[config.mk]
export PLATFORM = sky130hd
export DESIGN_NAME = fibonacci_engine
export DESIGN_NICKNAME = d
export VERILOG_FILES = /design/src/rtl/fibonacci_engine.sv
export SDC_FILE = /design/constraint.sdc
export NUM_CORES = 1
export LEC_CHECK = 0
export BUFFER_PORTS_ARGS = -buffer_cell sky130_fd_sc_hd__buf_2
export CORE_MARGIN = 1
export CORE_UTILIZATION = 50
export CTS_CLUSTER_DIAMETER = 40
export DETAILED_ROUTE_END_ITERATION = 12
export PLACE_DENSITY_LB_ADDON = 0.1
export SKIP_LAST_GASP = 1
export SLEW_MARGIN = 15
export SYNTH_ARGS = -nofsm -noshare
export SYNTH_HDL_FRONTEND = slang
export SYNTH_SLANG_ARGS = --single-unit
[constraint.sdc]
create_clock -name clk -period 5.25 [get_ports clk]
set_input_delay 1.05 -clock clk [delete_from_list [all_inputs] [get_ports clk]]
set_output_delay 1.05 -clock clk [all_outputs]
set_load 0.005 [all_outputs]
[src/rtl/fibonacci_engine.sv]
// Iterative Fibonacci/Lucas term generator with a begin/busy/done handshake,
// abort, and sticky overflow detection with optional saturation.
module fibonacci_engine #(
    parameter int WIDTH    = 16,
    parameter int N_WIDTH  = 5,
    parameter int SATURATE = 0
) (
    input  logic               clk,
    input  logic               reset_n,
    input  logic               begin_fibo,
    input  logic [N_WIDTH-1:0] input_s,
    input  logic               mode,
    input  logic               abort,
    output logic               busy,
    output logic               done,
    output logic [WIDTH-1:0]   fibo_out,
    output logic               overflow
);

    typedef enum logic [1:0] {
        IDLE = 2'd0,
        CALC = 2'd1,
        DONE = 2'd2
    } state_t;

    localparam logic [WIDTH-1:0] SEED_A_FIB = '0;
    localparam logic [WIDTH-1:0] SEED_A_LUC = WIDTH'(2);
    localparam logic [WIDTH-1:0] SEED_B     = WIDTH'(1);

    state_t             state;
    logic [WIDTH-1:0]   a;
    logic [WIDTH-1:0]   b;
    logic [N_WIDTH-1:0] cnt;
    logic               ovf_a;
    logic               ovf_b;
    logic [WIDTH:0]     sum;
    logic               carry;
    logic               load;
    logic               step;
    logic               finish;

    function automatic logic [WIDTH-1:0] saturate_result(input logic [WIDTH-1:0] val,
                                                         input logic ovf);
        logic [WIDTH-1:0] res;
        res = val;
        if ((SATURATE != 0) && ovf) begin
            res = '1;
        end
        return res;
    endfunction

    assign sum    = {1'b0, a} + {1'b0, b};
    assign carry  = sum[WIDTH];
    assign load   = ((state == IDLE) || (state == DONE)) && begin_fibo;
    assign step   = (state == CALC) && !abort && (cnt != '0);
    assign finish = (state == CALC) && !abort && (cnt == '0);

    // Datapath: seeds on an accepted start, one term per CALC step.
    // ovf_b folds in both flags so an overflow anywhere earlier stays sticky.
    always_ff @(posedge clk) begin
        if (load) begin
            cnt   <= input_s;
            a     <= mode ? SEED_A_LUC : SEED_A_FIB;
            b     <= SEED_B;
            ovf_a <= 1'b0;
            ovf_b <= 1'b0;
        end else if (step) begin
            a     <= b;
            b     <= sum[WIDTH-1:0];
            ovf_a <= ovf_b;
            ovf_b <= carry | ovf_a | ovf_b;
            cnt   <= cnt - 1'b1;
        end
    end

    // Control and result registers.
    always_ff @(posedge clk or negedge reset_n) begin
        if (!reset_n) begin
            state    <= IDLE;
            busy     <= 1'b0;
            done     <= 1'b0;
            fibo_out <= '0;
            overflow <= 1'b0;
        end else begin
            case (state)
                IDLE, DONE: begin
                    if (load) begin
                        state <= CALC;
                        busy  <= 1'b1;
                        done  <= 1'b0;
                    end
                end
                CALC: begin
                    if (abort) begin
                        state <= IDLE;
                        busy  <= 1'b0;
                        done  <= 1'b0;
                    end else if (finish) begin
                        fibo_out <= saturate_result(a, ovf_a);
                        overflow <= ovf_a;
                        state    <= DONE;
                        busy     <= 1'b0;
                        done     <= 1'b1;
                    end
                end
                default: begin
                    state <= IDLE;
                    busy  <= 1'b0;
                    done  <= 1'b0;
                end
            endcase
        end
    end

endmodule

Word level (Yosys, flattened, before mapping)
Index checks and enable logic that the tools add are counted.
Widths: inputs -> output; s select.
- mux-type cells: 17
- add/sub/neg operators: 2
- bitwise operators: 3
- reductions and logical operators: 13
- eq/ne operators: 4
- operator list (kind ; count):
    $mux 16 ; 2
    $add 16x16->17 ; 1
    $mux 5 ; 2
    $mux 2 ; 4
    $mux 1 ; 6
    $logic_not 5->1 ; 1
    $reduce_bool 5->1 ; 1
    $sub 5x1->5 const B ; 1
    $logic_and 1x1->1 ; 4
    $pmux 1 s2 ; 2
    $pmux 2 s2 ; 1
    $ne 3x3->1 const B ; 1
    $reduce_and 3->1 ; 1
    $eq 2x1->1 const B ; 1
    $eq 2x2->1 const B ; 1
    $logic_not 2->1 ; 1
    $ne 2x2->1 const B ; 1
    $or 1x1->1 ; 2
    $reduce_and 2->1 ; 1
    $reduce_bool 2->1 ; 1
    $reduce_or 2->1 ; 1
    $logic_not 1->1 ; 1
    $logic_or 1x1->1 ; 1
    $not 1->1 ; 1
- output and inout port bits: 19
- bits in registers: 60

Longest topological paths before layout
- depth after elaboration: 6
- mapped depth: 8

Worst setup path after synthesis
No wires, ideal clock.
- kind: input port to flip-flop
- start: input abort
- end: register a[0], enable pin
- buffers on the path: 2
- data arrival time: 2249 ps
- stages: 6
- setup time: 378 ps
- setup slack: 2624 ps
- cells stage by stage: nor2_1 nand2_1 or2_0 buf_2 buf_2 nand2_1
- cells in the longest elaborated chain, start to end: 4
- ends and longest elaborated chain (item ; line ; text):
    start, declared ; 13 ; input logic abort,
    $logic_not 1->1 ; 55 ; assign step = (state == CALC) && !abort && (cnt != '0);
    $logic_and 1x1->1 (2 in a row) ; 55 ;
    $reduce_bool 2->1 (no source line) ; - ;
    end signal, assigned ; 63 ; a <= mode ? SEED_A_LUC : SEED_A_FIB;
    end, declared ; 31 ; logic [WIDTH-1:0] a;
No other way between the ends.
A chain may end at the register's enable or synchronous reset.

Final worst setup path
- start: input begin_fibo
- end: register a[4], enable pin
- cells in the longest elaborated chain, start to end: 2
- ends and longest elaborated chain (item ; line ; text):
    start, declared ; 10 ; input logic begin_fibo,
    $logic_and 1x1->1 ; 54 ; assign load = ((state == IDLE) || (state == DONE)) && begin_fibo;
    $reduce_bool 2->1 (no source line) ; - ;
No other way between the ends.

==> reports/results.tsv <==
metric	value	unit
outcome	finished clean	
Worst Skew	0.00859	ns
Root Driver	clkbuf_8	
post-synthesis mux area share	0.0621	
total number of yosys warnings	0	
pwr dens	552	nW/um^2
CTS Buf Count	9	
hpwl dp	3.94	mm
layout cells sized above 1	0.211	
clk buf depth	2	
P&R area growth vs syn	12.6	%
Die X	80.5	microns
Cell variety after synth	50	
final period utilization	0.558	
postcts setup bufs	0	
largest family of logic cells by synthesized area	simple AND/OR/NAND/NOR gates	
Compound-Gate Fraction of Synth Area	0.140	
highest achievable clock rate	341	MHz
# rows	28	
setup TNS	0	ns
Syn Nets	323	
Post-Synth XOR/XNOR Area	0.0341	
register area share after synthesis	0.492	
Slew headroom	0.272	
number of max-cap violations	0	
drt pass-1 iters	4	
crit-path max FO	27	
Clock transition at path regs	0.06	ns
initial antenna violation count	0	
gp weighted congestion	0.789	
EDFF count, synth	21	
Die H	80.5	microns
Hold Path Class	reg2reg	
clock latency on the worst-skew pair	0.34	ns
CTS tree	built	
largest net degree at the start of global routing	28	
Final min period	2.93	ns
Util after Layout	0.586	
num ports	29	
Initial Utilization	0.520	
CP cell instances	buf_2, nand2b_1, nand2_1	
global-route wire length before repair	9.96	mm
Setup WS post-layout	2.32	ns
adder-cell share of the synthesized area	0.0796	
Worst path slowest cell	nand2_1	
Hold-fix buffers, CTS	0	
Peak VDD IR	0.280	mV
most common cell after layout, fill and taps aside	nand2_1	
Worst Path Required	5.07	ns
PostCTS Resize Cnt	0	
1st-iter DRT viols	131	
core area	5920	sq um
critical path endpoint category	flop	
Final setup viols	0	
slowest cell delay on critical path	0.91	ns
Main synth FF type	edfxtp_1	
commonest cells after routing, fill and taps aside	nand2_1, buf_2, edfxtp_1, dfrtp_1, nor2_1	
Hold Vio Cnt, Final	0	
GR Overflow Total	0	
vias per cell	5.51	
pre-CTS WS	1.92	ns
depth of the CTS H-tree	3	
CP arrival	2.75	ns
vias in the first global route	2134	
Post-Syn Area	3080	sq um
RSZ-0062 raised after global routing	no	
actual slew at the worst max-slew pin	1.09	ns
Max Slew Vio Count	0	
# DRC	0	
WL/cell	14.9	microns
instance count of the mapped netlist	294	
Worst setup SP type	primary input	
Yosys reg bits	60	
mean post-synth cell area	10.5	sq um
die area	6480	sq um
Setup Crit Path Kind	in2reg	
fraction of registers with async set/reset	0.350	
CTS sink cnt	60	
IO Port Bufs	28	
Antenna Nets Post-Route	0	
detailed-route via count	2214	
Post-Synth Simple-Gate Area	0.166	
GRT Util Overall	0.207	
WL final	5.97	mm
Antenna diodes	0	
final layout net count	351	
leakage power	1.53	nW
## registers in the layout (all words and copies together) (netlist names)
signal    flops
a            16
b            16
fibo_out     16
cnt           5
state         2
busy          1
done          1
overflow      1
ovf_a         1
ovf_b         1
## area by class of cell
cell class                 count  area, sq um
fill                         524         2450
sequential                    60         1520
multi-input combinational    216         1480
clock buffer                  12          155
timing repair buffer          30          155
tap                           75         93.8
clock inverter                 4         47.5
inverter                       5         18.8
## cell families (layout without fill, tap and decap cells)
| group | count (synthesis) | in the layout |
|---|---|---|
| and+or+nand+nor | 101 | 101 |
| xor gates and xnor gates | 12 | 12 |
| DFF | 60 | 60 |
| muxes | 17 | 17 |
| adders and majority gates | 19 | 19 |
| AOI/OAI and AO/OA | 67 | 67 |
| buffers and inverters | 18 | 51 |
## cell usage after synthesis (3+ instances only)
library cell / count / area share
xnor2_1: 7 / 0.020
a21oi_1: 19 / 0.031
buf_2: 6 / 0.0097
nor2_1: 20 / 0.024
inv_1: 5 / 0.0061
mux2_2: 15 / 0.055
nand2_1: 37 / 0.045
dfrtp_1: 21 / 0.17
clkbuf_1: 6 / 0.0073
xor2_1: 5 / 0.014
a211oi_1: 6 / 0.015
a31oi_1: 4 / 0.0081
ha_1: 18 / 0.073
nor3_1: 7 / 0.011
nand3_1: 4 / 0.0065
and2_1: 16 / 0.032
edfxtp_1: 21 / 0.20
dfxtp_1: 18 / 0.12
o21ai_0: 17 / 0.028
a21o_1: 3 / 0.0073
## metal layers
| metal | wire, microns | global-route usage |
|---|---|---|
| met5 | 0 | 0 |
| met4 | 97 | 0.102 |
| met3 | 185 | 0.0375 |
| met2 | 2730 | 0.327 |
| met1 | 2960 | 0.271 |
## worst max-delay path: cells and delay by family
kind                   cells  cell delay [ns]
buffers and inverters      1             0.12
and+or+nand+nor            2             1.58
## final timing paths
path,depth (start not counted),from,slack (ns),endpoint
worst max register to register,2,state[0]$_DFFE_PN0P_,2.63,a[4]$_SDFFCE_PP0P_
worst min-delay path,2,b[5]$_SDFFE_PP0P_,0.47,b[5]$_SDFFE_PP0P_
worst max-delay path,3,begin_fibo,2.32,a[4]$_SDFFCE_PP0P_
max in group asynchronous,1,reset_n,4.20,fibo_out[4]$_DFFE_PN0P_
min in group asynchronous,1,reset_n,0.69,state[0]$_DFFE_PN0P_
worst min register to register,2,b[5]$_SDFFE_PP0P_,0.47,b[5]$_SDFFE_PP0P_
## metrics by stage
stage	power [mW]	std cells	instance area [sq um]	hold WS (ns)
floorplan	1.32	294	3080	0.442
global placement	1.48	386	3270	0.454
detailed placement	1.50	386	3270	0.462
CTS	1.93	402	3470	0.472
global route	2.06	402	3470	0.505
finish	1.92	402	3470	0.474
## report_power, final
group | total (mW) | internal [mW] | switching, mW
combinational | 0.744 | 0.338 | 0.406
sequential | 0.748 | 0.657 | 0.0908
clock | 0.423 | 0.244 | 0.180
total | 1.92 | 1.24 | 0.677
(Power assumes the default switching activity.)
